`src/rtl/sm_datapath_if.sv`:
```
// Product hand-off bundle between the multiplier datapath and its consumer.
// Ports: product (2N), product_valid (producer -> consumer), product_ready (consumer -> producer).
interface sm_datapath_if #(
    parameter int NUM_BITS = 4
);
    logic [2*NUM_BITS-1:0] product;
    logic                  product_valid;
    logic                  product_ready;

    modport master (
        output product,
        output product_valid,
        input  product_ready
    );

    modport slave (
        input  product,
        input  product_valid,
        output product_ready
    );
endinterface

```
`src/rtl/sm_datapath.sv`:
```
// Shift-add multiplier datapath: MD/MR operand registers, {C,RS} running sum,
// and a product holding register offered over a valid/ready handshake.
// Ports: clk, rst (async, active high); md_in/mr_in operands; mdld, mrld,
// rsload, rsclear, rsshr, done strobes from the controller; mr fed back;
// rs for visibility; prod_if (master) carries product/valid/ready; overrun.
// Optional feature: define SM_DP_OVERRUN_EN to preserve an unconsumed
// product on a conflicting capture and raise the sticky overrun flag.
module sm_datapath #(
    parameter int NUM_BITS = 4
) (
    input  logic                  clk,
    input  logic                  rst,
    input  logic [NUM_BITS-1:0]   md_in,
    input  logic [NUM_BITS-1:0]   mr_in,
    input  logic                  mdld,
    input  logic                  mrld,
    input  logic                  rsload,
    input  logic                  rsclear,
    input  logic                  rsshr,
    input  logic                  done,
    output logic [NUM_BITS-1:0]   mr,
    output logic [2*NUM_BITS-1:0] rs,
    sm_datapath_if.master         prod_if,
    output logic                  overrun
);

    localparam int N  = NUM_BITS;
    localparam int N2 = 2 * NUM_BITS;

    logic [N-1:0]  md_q, md_d;
    logic [N-1:0]  mr_q, mr_d;
    logic [N2-1:0] rs_q, rs_d;
    logic          c_q, c_d;
    logic          done_q, done_d;
    logic [N2-1:0] prod_q, prod_d;
    logic          valid_q, valid_d;
`ifdef SM_DP_OVERRUN_EN
    logic          ovr_q, ovr_d;
`endif

    logic [N:0]    sum;
    logic          capture;

    // Upper half of RS plus MD, with the carry-out kept as bit N.
    assign sum     = {1'b0, rs_q[N2-1:N]} + {1'b0, md_q};
    assign capture = done && !done_q;

    always_comb begin
        md_d   = md_q;
        mr_d   = mr_q;
        rs_d   = rs_q;
        c_d    = c_q;
        done_d = done;

        if (mdld) begin
            md_d = md_in;
        end
        if (mrld) begin
            mr_d = mr_in;
        end

        if (rsclear) begin
            rs_d = '0;
            c_d  = 1'b0;
        end else if (rsload && rsshr) begin
            // Add and shift in one edge: the sum's carry lands in the MSB
            // of RS and C receives the shifted-in zero.
            rs_d = {sum, rs_q[N-1:1]};
            c_d  = 1'b0;
        end else if (rsload) begin
            rs_d = {sum[N-1:0], rs_q[N-1:0]};
            c_d  = sum[N];
        end else if (rsshr) begin
            rs_d = {c_q, rs_q[N2-1:1]};
            c_d  = 1'b0;
        end
    end

    always_comb begin
        prod_d  = prod_q;
        valid_d = valid_q;
`ifdef SM_DP_OVERRUN_EN
        ovr_d   = ovr_q;
        if (capture) begin
            if (valid_q && !prod_if.product_ready) begin
                // Consumer still owns the old product: keep it, flag the loss.
                ovr_d = 1'b1;
            end else begin
                prod_d  = rs_q;
                valid_d = 1'b1;
            end
        end else if (valid_q && prod_if.product_ready) begin
            valid_d = 1'b0;
        end
`else
        if (capture) begin
            prod_d  = rs_q;
            valid_d = 1'b1;
        end else if (valid_q && prod_if.product_ready) begin
            valid_d = 1'b0;
        end
`endif
    end

    always_ff @(posedge clk or posedge rst) begin
        if (rst) begin
            md_q    <= '0;
            mr_q    <= '0;
            rs_q    <= '0;
            c_q     <= 1'b0;
            done_q  <= 1'b0;
            prod_q  <= '0;
            valid_q <= 1'b0;
        end else begin
            md_q    <= md_d;
            mr_q    <= mr_d;
            rs_q    <= rs_d;
            c_q     <= c_d;
            done_q  <= done_d;
            prod_q  <= prod_d;
            valid_q <= valid_d;
        end
    end

`ifdef SM_DP_OVERRUN_EN
    always_ff @(posedge clk or posedge rst) begin
        if (rst) begin
            ovr_q <= 1'b0;
        end else begin
            ovr_q <= ovr_d;
        end
    end

    assign overrun = ovr_q;
`else
    assign overrun = 1'b0;
`endif

    assign mr                    = mr_q;
    assign rs                    = rs_q;
    assign prod_if.product       = prod_q;
    assign prod_if.product_valid = valid_q;

endmodule

```
`src/flat_wrapper.sv`:
```
// flat-port wrapper written by rule: the top's interface ports become plain ports
module sm_datapath_flat 
#(
    parameter int NUM_BITS = 4
)
  (clk, rst, md_in, mr_in, mdld, mrld, rsload, rsclear, rsshr, done, mr, rs, overrun, prod_if_product, prod_if_product_valid, prod_if_product_ready);
  sm_datapath_if #(.NUM_BITS(NUM_BITS)) prod_if_i ();
  input  logic clk;
  input  logic rst;
  input  logic [NUM_BITS-1:0] md_in;
  input  logic [NUM_BITS-1:0] mr_in;
  input  logic mdld;
  input  logic mrld;
  input  logic rsload;
  input  logic rsclear;
  input  logic rsshr;
  input  logic done;
  output logic [NUM_BITS-1:0] mr;
  output logic [2*NUM_BITS-1:0] rs;
  output logic overrun;
  output wire logic [$bits(prod_if_i.product)-1:0] prod_if_product;
  output wire logic [$bits(prod_if_i.product_valid)-1:0] prod_if_product_valid;
  input wire logic [$bits(prod_if_i.product_ready)-1:0] prod_if_product_ready;
  assign prod_if_product = prod_if_i.product;
  assign prod_if_product_valid = prod_if_i.product_valid;
  assign prod_if_i.product_ready = prod_if_product_ready;
  sm_datapath #(.NUM_BITS(NUM_BITS)) u_core (.clk(clk), .rst(rst), .md_in(md_in), .mr_in(mr_in), .mdld(mdld), .mrld(mrld), .rsload(rsload), .rsclear(rsclear), .rsshr(rsshr), .done(done), .mr(mr), .rs(rs), .prod_if(prod_if_i), .overrun(overrun));
endmodule
```
`config.mk`:
```
export PLATFORM = sky130hd
export DESIGN_NAME = sm_datapath_flat
export DESIGN_NICKNAME = d
export VERILOG_FILES = /design/src/rtl/sm_datapath_if.sv /design/src/rtl/sm_datapath.sv /design/src/flat_wrapper.sv
export SDC_FILE = /design/constraint.sdc
export NUM_CORES = 1
export LEC_CHECK = 0
export ABC_CLOCK_PERIOD_IN_PS = 2170
export CELL_PAD_IN_SITES_DETAIL_PLACEMENT = 0
export CELL_PAD_IN_SITES_GLOBAL_PLACEMENT = 1
export CORE_ASPECT_RATIO = 0.5
export CORE_MARGIN = 5
export CORE_UTILIZATION = 35
export DETAILED_ROUTE_END_ITERATION = 6
export HOLD_SLACK_MARGIN = 0.05
export PLACE_DENSITY = 0.78
export RECOVER_POWER = 25
export SYNTH_ARGS = -nofsm -noshare
export SYNTH_HDL_FRONTEND = slang
export SYNTH_SLANG_ARGS = --single-unit
```
`constraint.sdc`:
```
create_clock -name clk -period 2.17 [get_ports clk]
set_input_delay 0.434 -clock clk [delete_from_list [all_inputs] [get_ports clk]]
set_output_delay 0.434 -clock clk [all_outputs]
set_load 0.02 [all_outputs]
```
# Word level (Yosys, flattened, before mapping)
# Index checks and enable logic that the tools add are counted.
[classes] muxes=10 addsub=1 eq_ne=1 n_reduce_logical=8
[ops] operator="$mux 8" count=4
[ops] operator="$mux 1" count=6
[ops] operator="$add 4x4->5" count=1
[ops] operator="$reduce_bool 4->1" count=1
[ops] operator="$logic_and 1x1->1" count=3
[ops] operator="$ne 3x1->1 const B" count=1
[ops] operator="$reduce_bool 3->1" count=1
[ops] operator="$reduce_and 2->1" count=1
[ops] operator="$reduce_bool 2->1" count=1
[ops] operator="$logic_not 1->1" count=1
[totals] out_inout_bits=22 ff_bits=27 word_cells=28 inputBits=17

# Depth between registers and ports, before layout
# Gate-level depths: netlist (run 1).
[depth] word_depth=4 depth_mapped=7 ltp_nobuf=7

# Worst setup path after synthesis (run 1)
# OpenSTA, ideal clock, no wires.
[synth_timing] path_kind="reg2reg" startpoint="register u_core.rs_q[4], in the netlist u_core.rs[4]" endpoint="register u_core.c_q" setup_slack_ps=367 path_buffers=0 required_ps=2059 path_stages_with_launch=8 setup_time_ps=111 period_less_slack_ps=1803 t_arrival_ps=1692 path_cell_list="dfrtp_1 > ha_1 > inv_1 > fa_1 > nor2b_1 > o21a_1 > nor2_1 > a2111oi_2"
[synth_via] elab_chain_len=4
[synth_lines] element="start: declaration" line_no="sm_datapath.sv:32" text="logic [N2-1:0] rs_q, rs_d;"
[synth_lines] element="start signal: assignment" line_no="sm_datapath.sv:117" text="rs_q <= rs_d;"
[synth_lines] element="$add 4x4->5" line_no="sm_datapath.sv:45" text="assign sum = {1'b0, rs_q[N2-1:N]} + {1'b0, md_q};"
[synth_lines] element="$mux 1" line_no="sm_datapath.sv:70" text="end else if (rsload) begin"
[synth_lines] element="$mux 1" line_no="sm_datapath.sv:65" text="end else if (rsload && rsshr) begin"
[synth_lines] element="$mux 1" line_no="sm_datapath.sv:62" text="if (rsclear) begin"
[synth_lines] element="end signal: assignment" line_no="sm_datapath.sv:110" text="c_q <= 1'b0;"
[synth_lines] element="end signal: assignment" line_no="sm_datapath.sv:118" text="c_q <= c_d;"
[synth_lines] element="end: declaration" line_no="sm_datapath.sv:33" text="logic c_q, c_d;"
# Every way passes these cells.
# A chain may end at the register's enable or synchronous reset.

# Final worst setup path (run 1)
# Same ends and word-level chain as after synthesis.

==> results of run 1 <==
## stage by stage
step,total power [mW],hold WS (ns)
after global placement,0.901,0.465
final,1.17,0.488
after floorplan,0.765,0.465
after CTS,1.19,0.496
after detailed placement,0.907,0.472
after global routing,1.25,0.520
## worst max path at each step
| stage | slack [ns] | start | endpoint |
|---|---|---|---|
| after floorplan | 0.37 | u_core.rs[4]$_DFFE_PP0P_ | u_core.c_q$_DFFE_PP0P_ |
| after global placement | 0.28 | rsshr | u_core.rs[7]$_DFFE_PP0P_ |
| after detailed placement | 0.26 | rsshr | u_core.rs[7]$_DFFE_PP0P_ |
| after CTS | 0.31 | u_core.rs[4]$_DFFE_PP0P_ | u_core.c_q$_DFFE_PP0P_ |
| after global routing | 0.18 | u_core.rs[4]$_DFFE_PP0P_ | u_core.c_q$_DFFE_PP0P_ |
| final | 0.31 | u_core.rs[4]$_DFFE_PP0P_ | u_core.c_q$_DFFE_PP0P_ |
## kinds of logic (layout without fill, tap and decap cells)
group,Yosys count,count (layout)
and+or+nand+nor,23,23
xor gates and xnor gates,1,1
buffers and inverters,11,50
AOI/OAI and AO/OA,19,19
other,1,1
DFF,27,27
adders and majority gates,5,5
muxes,19,19
## state kept, by name, indices dropped and copies added, names as in the netlist
name,flops
u_core.md_q,4
u_core.rs,8
u_core.mr,4
u_core.prod_if.product,8
u_core.done_q,1
u_core.prod_if.product_valid,1
u_core.c_q,1
## cells in the mapped netlist (all sizes together)
cell type,number
a311oi,1
clkbuf,1
buf,5
or3,1
a2111oi,1
a21o,2
and3,1
mux2,15
nor2b,4
xnor2,1
o21ai,4
mux2i,4
fa,1
nand2,4
a21oi,3
conb,1
ha,4
inv,5
dfrtp,27
nand3b,1
o21a,1
nor2,11
or2,1
a2bb2oi,1
a211oi,6
## where the power goes
group	switching [mW]	internal [mW]	total, mW
Combinational	0.148	0.163	0.311
Clock	0.154	0.129	0.283
Sequential	0.0317	0.548	0.580
Total	0.334	0.840	1.17
## area by class of cell
| class | instances | area [um^2] | share of cell area [%] |
|---|---|---|---|
| flip-flops and latches | 27 | 676 | 38.8 |
| multi-input cells | 68 | 541 | 31.0 |
| repair buffers | 41 | 398 | 22.8 |
| well taps | 51 | 63.8 | 3.66 |
| clock buffers | 3 | 41.3 | 2.37 |
| inverters | 5 | 18.8 | 1.08 |
| clock inverters | 1 | 5.00 | 0.287 |
## worst max-delay path: cells and delay by family, from the launching register on
family | cells | cell delay (ns)
fa+ha+maj | 2 | 0.59
buf+inv | 1 | 0.05
flops | 1 | 0.44
compound gates | 2 | 0.47
simple gates | 2 | 0.19
## layer usage
layer | vias up | global-route usage [%]
met5 | - | 0
li1 | 448 | -
met4 | 0 | 3.59
met2 | 18 | 16.9
met1 | 427 | 15.5
met3 | 2 | 3.01
==> metrics.txt, run 1 <==
# TYPE chip_impl_metric gauge
chip_impl_metric{name="post-synth-top-area-fraction",unit="%"} 53.4
chip_impl_metric{name="reg2reg_depth",unit=""} 7
chip_impl_metric{name="cts_post_setup_buffers_inserted",unit=""} 0
chip_impl_metric{name="num_antenna_cells",unit=""} 0
chip_impl_metric{name="ys_seq_elements",unit=""} 27
chip_impl_metric{name="cts_made_buffers",unit=""} 3
chip_impl_metric{name="final.setup_skew",unit="ns"} 0.00465
chip_impl_metric{name="clock_sinks",unit=""} 27
chip_impl_metric{name="avgRoutedWirePerCell",unit="um"} 12.5
chip_impl_metric{name="post_synthesis_cell_area",unit="mm^2"} 0.00127
chip_impl_metric{name="cts_hold_buf",unit=""} 0
chip_impl_metric{name="core_occupancy_in_the_finished_layout",unit="%"} 50.5
chip_impl_metric{name="detail_route.wirelength",unit="mm"} 2.46
chip_impl_metric{name="detail-route-antenna-nets",unit=""} 0
chip_impl_metric{name="detail_route.first_pass.iterations",unit=""} 4
chip_impl_metric{name="max_cap_viol_count",unit=""} 0
chip_impl_metric{name="chipHeight",unit="um"} 52.5
chip_impl_metric{name="clkLatencyLatePin",unit="ns"} 0.27
chip_impl_metric{name="synth-adder-area-share",unit="%"} 5.53
chip_impl_info{name="worst_setup_path_start_kind",value="register"} 1
chip_impl_metric{name="slew_headroom",unit="%"} 55.2
chip_impl_metric{name="setup_tns_after_final_layout",unit="ns"} 0
chip_impl_metric{name="maximum_vdd_drop",unit="V"} 0.000240
chip_impl_metric{name="dp_worst_setup_slack",unit="ns"} 0.260
chip_impl_metric{name="critical_path_peak_fanout",unit=""} 5
chip_impl_metric{name="final_instance_count_excl_fillers",unit=""} 196
chip_impl_metric{name="h-tree-depth",unit=""} 1
chip_impl_info{name="synth_top_family_by_area",value="multiplexers"} 1
chip_impl_metric{name="p_leak",unit="nW"} 0.776
chip_impl_metric{name="post_cts_resized",unit=""} 0
chip_impl_info{name="path_class",value="reg -> reg"} 1
chip_impl_metric{name="final_layout_size_suffix_gt1_share",unit="%"} 16.6
chip_impl_metric{name="globalplace.congestion",unit=""} 0.745
chip_impl_metric{name="synth_compound_area_share",unit="%"} 11.2
chip_impl_metric{name="design.die.area",unit="mm^2"} 0.00499
chip_impl_metric{name="drtIter0Drc",unit=""} 36
chip_impl_metric{name="cts.reportedPaths.clkPinSlew",unit="ns"} 0.09
chip_impl_info{name="tritoncts",value="yes"} 1
chip_impl_metric{name="muxShareOfSynthArea",unit="%"} 16.5
chip_impl_info{name="critical_path.slowest_cell",value="dfrtp_1"} 1
chip_impl_info{name="grt_setup_unrepaired",value="no"} 1
chip_impl_info{name="synth_top_cell_by_area",value="dfrtp_1"} 1
chip_impl_info{name="synth_area_leaders",value="dfrtp_1 (53%), mux2_2 (12%), ha_1 (4.0%)"} 1
chip_impl_metric{name="post_dp_cell_area",unit="mm^2"} 0.00170
chip_impl_metric{name="numPortBuffers",unit=""} 37
chip_impl_metric{name="synth.yosys.warnings",unit=""} 0
chip_impl_metric{name="wl_met3",unit="um"} 95
chip_impl_metric{name="fill_cells",unit=""} 318
chip_impl_metric{name="final_hold_viol_count",unit=""} 0
chip_impl_info{name="min-delay-start",value="u_core.prod_if.product_valid$_DFFE_PP0P_"} 1
chip_impl_info{name="timing.critical_path.cells",value="ha_1, inv_1, fa_1, nor2b_1, o21a_1, nor2_1, a2111oi_2"} 1
chip_impl_metric{name="areaGrowthSynthToFinish",unit="%"} 37.6
chip_impl_info{name="layout.cells.most_common",value="clkdlybuf4s50_1"} 1
chip_impl_metric{name="synthesis.area_per_instance",unit="um^2"} 11.9
chip_impl_metric{name="clock_tree.buffer_depth",unit=""} 2
chip_impl_info{name="whs_endpoint",value="u_core.prod_if.product_valid$_DFFE_PP0P_"} 1
chip_impl_metric{name="cp_data_arrival_time",unit="ns"} 2.03
chip_impl_metric{name="timing.reg2reg.setup_slack",unit="ns"} 0.31
chip_impl_metric{name="simple_gate_share_of_the_synthesized_area",unit="%"} 8.50
chip_impl_metric{name="fp.coreArea",unit="mm^2"} 0.00345
chip_impl_metric{name="synth_fp_nets",unit=""} 128
chip_impl_metric{name="grt_usage",unit="%"} 11.2
chip_impl_metric{name="hold_path_depth",unit=""} 1
chip_impl_metric{name="routed_via_density",unit=""} 4.57
chip_impl_info{name="end_kind",value="register"} 1
chip_impl_metric{name="global_route.overflow_total",unit=""} 0
chip_impl_metric{name="wire_length_of_the_first_global_routing_pass",unit="mm"} 4.22
chip_impl_metric{name="ios",unit=""} 39
chip_impl_metric{name="worstPathRequired",unit="ns"} 2.34
chip_impl_metric{name="power_per_cell_area",unit="mW/mm^2"} 673
chip_impl_metric{name="core.rowCount",unit=""} 15
chip_impl_metric{name="hpwlAfterDp",unit="mm"} 1.92
chip_impl_metric{name="drt_drc_violations_left",unit=""} 0
chip_impl_metric{name="period_minus_slack",unit="ns"} 1.86
chip_impl_info{name="clock_tree.root_cell",value="clkbuf_8"} 1
chip_impl_metric{name="post_synth_inst_count",unit=""} 106
chip_impl_metric{name="layout_setup_ws",unit="ns"} 0.315
chip_impl_metric{name="timing.critical_path.slowest_cell_delay",unit="ns"} 0.44
chip_impl_metric{name="grt_start_max_net_pins",unit=""} 28
chip_impl_info{name="run_status",value="completed"} 1
chip_impl_info{name="top_layer_reached_by_signal_wires",value="met4"} 1
chip_impl_metric{name="grt_antenna_before_repair",unit=""} 0
chip_impl_metric{name="initial_core_util",unit="%"} 36.7
chip_impl_metric{name="post_synth_xor_area_fraction",unit="%"} 0.692
chip_impl_info{name="mostFrequentLayoutCells",value="clkdlybuf4s50_1 (35), dfrtp_1 (27), mux2_2 (14)"} 1
chip_impl_info{name="regToRegStartpoint",value="u_core.rs[4]$_DFFE_PP0P_"} 1
chip_impl_metric{name="die_w",unit="um"} 95.1
chip_impl_metric{name="routed-wl-met2",unit="mm"} 1.13
chip_impl_metric{name="first_global_vias",unit=""} 876
chip_impl_metric{name="ys_types",unit=""} 28
chip_impl_metric{name="fin_area",unit="mm^2"} 0.00174
chip_impl_info{name="critical_path.reg2reg.endpoint",value="u_core.c_q$_DFFE_PP0P_"} 1
chip_impl_metric{name="final-max-slew-violation-count",unit=""} 0
chip_impl_metric{name="number_of_vias_in_the_routed_layout",unit=""} 895
chip_impl_metric{name="fmaxAchievable",unit="GHz"} 0.539
chip_impl_metric{name="routed_length_on_met1",unit="mm"} 1.22
chip_impl_info{name="hp-class",value="reg -> reg"} 1
chip_impl_metric{name="place.detailed.instances",unit=""} 192
chip_impl_metric{name="synth-seq-area-share",unit="%"} 53.4
chip_impl_metric{name="finalSetupViolations",unit=""} 0
chip_impl_metric{name="design.final.nets",unit=""} 168
chip_impl_metric{name="worst_margin_pin_slew",unit="ns"} 0.672
chip_impl_metric{name="min_period_over_period",unit="%"} 85.5
Power figures use the tool's default switching activity.
==> run 2, diff against run 1 <==
--- a/config.mk
+++ b/config.mk
@@ -13,7 +13,7 @@
 export CORE_UTILIZATION = 35
 export DETAILED_ROUTE_END_ITERATION = 6
 export HOLD_SLACK_MARGIN = 0.05
-export PLACE_DENSITY = 0.78
+export PLACE_DENSITY = 0.77
 export RECOVER_POWER = 25
 export SYNTH_ARGS = -nofsm -noshare
 export SYNTH_HDL_FRONTEND = slang
==> metrics.txt, run 2 (synthesized netlist as in run 1, its figures left out) <==
# TYPE chip_impl_metric gauge
chip_impl_info{name="run_status",value="completed"} 1
chip_impl_metric{name="max_cap_viol_count",unit=""} 0
chip_impl_metric{name="min_period_over_period",unit="%"} 85.1
chip_impl_metric{name="core.rowCount",unit=""} 15
chip_impl_metric{name="final_layout_size_suffix_gt1_share",unit="%"} 17.1
chip_impl_metric{name="fmaxAchievable",unit="GHz"} 0.541
chip_impl_metric{name="globalplace.congestion",unit=""} 0.738
chip_impl_metric{name="hpwlAfterDp",unit="mm"} 1.97
chip_impl_info{name="timing.critical_path.cells",value="ha_1, inv_1, fa_1, nor2b_1, o21a_1, nor2_1, a2111oi_2"} 1
chip_impl_metric{name="final_instance_count_excl_fillers",unit=""} 197
chip_impl_metric{name="clock_sinks",unit=""} 27
chip_impl_metric{name="clkLatencyLatePin",unit="ns"} 0.28
chip_impl_info{name="timing.critical_path.max_delay_family",value="adder cells"} 1
chip_impl_metric{name="timing.critical_path.slowest_cell_delay",unit="ns"} 0.44
chip_impl_metric{name="setup_tns_after_final_layout",unit="ns"} 0
chip_impl_metric{name="slew_headroom",unit="%"} 55.1
chip_impl_metric{name="period_minus_slack",unit="ns"} 1.85
chip_impl_info{name="busiest_layer_in_global_routing",value="met2"} 1
chip_impl_metric{name="cts_made_buffers",unit=""} 3
chip_impl_info{name="critical_path.slowest_cell",value="dfrtp_1"} 1
chip_impl_metric{name="clock_power_share",unit="%"} 24.8
chip_impl_metric{name="grt.met1_usage",unit="%"} 15.3
chip_impl_metric{name="fp.coreArea",unit="mm^2"} 0.00345
chip_impl_info{name="worst_setup_path_start_kind",value="register"} 1
chip_impl_metric{name="detail_route.first_pass.iterations",unit=""} 2
chip_impl_info{name="end_kind",value="register"} 1
chip_impl_metric{name="place.detailed.instances",unit=""} 193
chip_impl_metric{name="power.sequential.fraction",unit="%"} 48.9
chip_impl_metric{name="finalSetupViolations",unit=""} 0
chip_impl_metric{name="power_per_cell_area",unit="mW/mm^2"} 677
chip_impl_metric{name="global_route.overflow_total",unit=""} 0
chip_impl_metric{name="avgRoutedWirePerCell",unit="um"} 12.7
chip_impl_metric{name="final-max-slew-violation-count",unit=""} 0
chip_impl_metric{name="power_report.internal_total",unit="mW"} 0.843
chip_impl_metric{name="wire_length_of_the_first_global_routing_pass",unit="mm"} 4.45
chip_impl_metric{name="routed_via_density",unit=""} 4.42
chip_impl_metric{name="numPortBuffers",unit=""} 37
chip_impl_metric{name="drt_drc_violations_left",unit=""} 0
chip_impl_info{name="layout.cells.most_common",value="clkdlybuf4s50_1"} 1
chip_impl_metric{name="clock_tree.buffer_depth",unit=""} 2
chip_impl_metric{name="drtIter0Drc",unit=""} 12
chip_impl_metric{name="total_switching_power",unit="mW"} 0.344
chip_impl_metric{name="number_of_vias_in_the_routed_layout",unit=""} 871
chip_impl_metric{name="num_antenna_cells",unit=""} 0
chip_impl_metric{name="grt_usage",unit="%"} 11.6
chip_impl_metric{name="chipHeight",unit="um"} 52.5
chip_impl_metric{name="cp_data_arrival_time",unit="ns"} 2.01
chip_impl_info{name="hp-class",value="reg -> reg"} 1
chip_impl_metric{name="layout_setup_ws",unit="ns"} 0.323
chip_impl_metric{name="first_global_vias",unit=""} 909
chip_impl_metric{name="final.setup_skew",unit="ns"} 0.00624
chip_impl_metric{name="areaGrowthSynthToFinish",unit="%"} 38.4
chip_impl_metric{name="cts_hold_buf",unit=""} 0
chip_impl_metric{name="cts_post_setup_buffers_inserted",unit=""} 0
chip_impl_info{name="path_class",value="reg -> reg"} 1
chip_impl_metric{name="grt_antenna_before_repair",unit=""} 0
chip_impl_metric{name="fin_worst_hold_slack",unit="ns"} 0.505
chip_impl_metric{name="detail_route.wirelength",unit="mm"} 2.51
chip_impl_info{name="tritoncts",value="yes"} 1
chip_impl_metric{name="h-tree-depth",unit=""} 1
chip_impl_metric{name="grt_start_max_net_pins",unit=""} 28
chip_impl_metric{name="worstPathRequired",unit="ns"} 2.34
chip_impl_metric{name="p_leak",unit="nW"} 0.777
chip_impl_info{name="grt_setup_unrepaired",value="no"} 1
chip_impl_metric{name="detail-route-antenna-nets",unit=""} 0
chip_impl_metric{name="final_hold_viol_count",unit=""} 0
chip_impl_metric{name="dp_worst_setup_slack",unit="ns"} 0.269
chip_impl_metric{name="grt.met2_usage",unit="%"} 19.1
chip_impl_metric{name="ios",unit=""} 39
chip_impl_metric{name="post_cts_resized",unit=""} 0
chip_impl_metric{name="design.die.area",unit="mm^2"} 0.00499
chip_impl_info{name="mostFrequentLayoutCells",value="clkdlybuf4s50_1 (35), dfrtp_1 (27), mux2_2 (14)"} 1
chip_impl_metric{name="cp_num_buf_inv",unit=""} 1
chip_impl_metric{name="initial_core_util",unit="%"} 36.7
chip_impl_metric{name="maximum_vdd_drop",unit="V"} 0.000291
chip_impl_metric{name="cts.reportedPaths.clkPinSlew",unit="ns"} 0.10
chip_impl_metric{name="combinationalPowerShare",unit="%"} 26.3
chip_impl_info{name="clock_tree.root_cell",value="clkbuf_8"} 1
chip_impl_metric{name="critical_path_peak_fanout",unit=""} 5
chip_impl_metric{name="design.final.nets",unit=""} 169
chip_impl_metric{name="worst_margin_pin_slew",unit="ns"} 0.674
chip_impl_metric{name="die_w",unit="um"} 95.1
chip_impl_metric{name="power_switching_share",unit="%"} 29.0
chip_impl_metric{name="gr-usage-met3",unit="%"} 3.01
run 2: power by group through the flow:
stage | clock, mW | combinational, mW | sequential [mW]
6_report | 0.295 | 0.312 | 0.580
5_1_grt | 0.324 | 0.344 | 0.588
4_1_cts | 0.310 | 0.319 | 0.580
3_5_place_dp | 0 | 0.318 | 0.591
3_3_place_gp | 0 | 0.315 | 0.589
2_1_floorplan | 0 | 0.135 | 0.630
run 2: per-layer routing:
metal	part of all wire (%)	vias up	wire, um
met3	4.3	2	108
met1	48	405	1190
li1	-	448	-
met2	47	16	1180
met5	0	-	0
met4	0.92	0	23
run 2: per-stage QoR:
| step | area, um^2 | power [mW] | util [%] |
|---|---|---|---|
| floorplan | 1270 | 0.765 | - |
| global placement | 1710 | 0.904 | 49.4 |
| detailed placement | 1710 | 0.908 | 49.4 |
| CTS | 1760 | 1.21 | 50.8 |
| global route | 1750 | 1.26 | 50.8 |
| finish | 1750 | 1.19 | 50.8 |
run 2: final timing paths:
path                                                             to  cells past startpoint                                startpoint  slack (ns)
setup / recovery                             u_core.c_q$_DFFE_PP0P_                      7                  u_core.rs[4]$_DFFE_PP0P_        0.32
hold / removal             u_core.prod_if.product_valid$_DFFE_PP0P_                      1  u_core.prod_if.product_valid$_DFFE_PP0P_        0.50
setup reg to reg                             u_core.c_q$_DFFE_PP0P_                      7                  u_core.rs[4]$_DFFE_PP0P_        0.32
hold reg to reg            u_core.prod_if.product_valid$_DFFE_PP0P_                      1  u_core.prod_if.product_valid$_DFFE_PP0P_        0.50
max in group asynchronous                  u_core.mr[2]$_DFFE_PP0P_                      3                                       rst        0.97
min in group asynchronous     u_core.prod_if.product[6]$_DFFE_PP0P_                      3                                       rst        0.76
run 2: area by class of cell:
cell class,instances,area [um^2]
clock buffer,3,41.3
clock inverter,1,7.51
fill,335,1700
inverter,5,18.8
multi-input combinational,68,541
sequential,27,676
tap,51,63.8
timing repair buffer,42,405
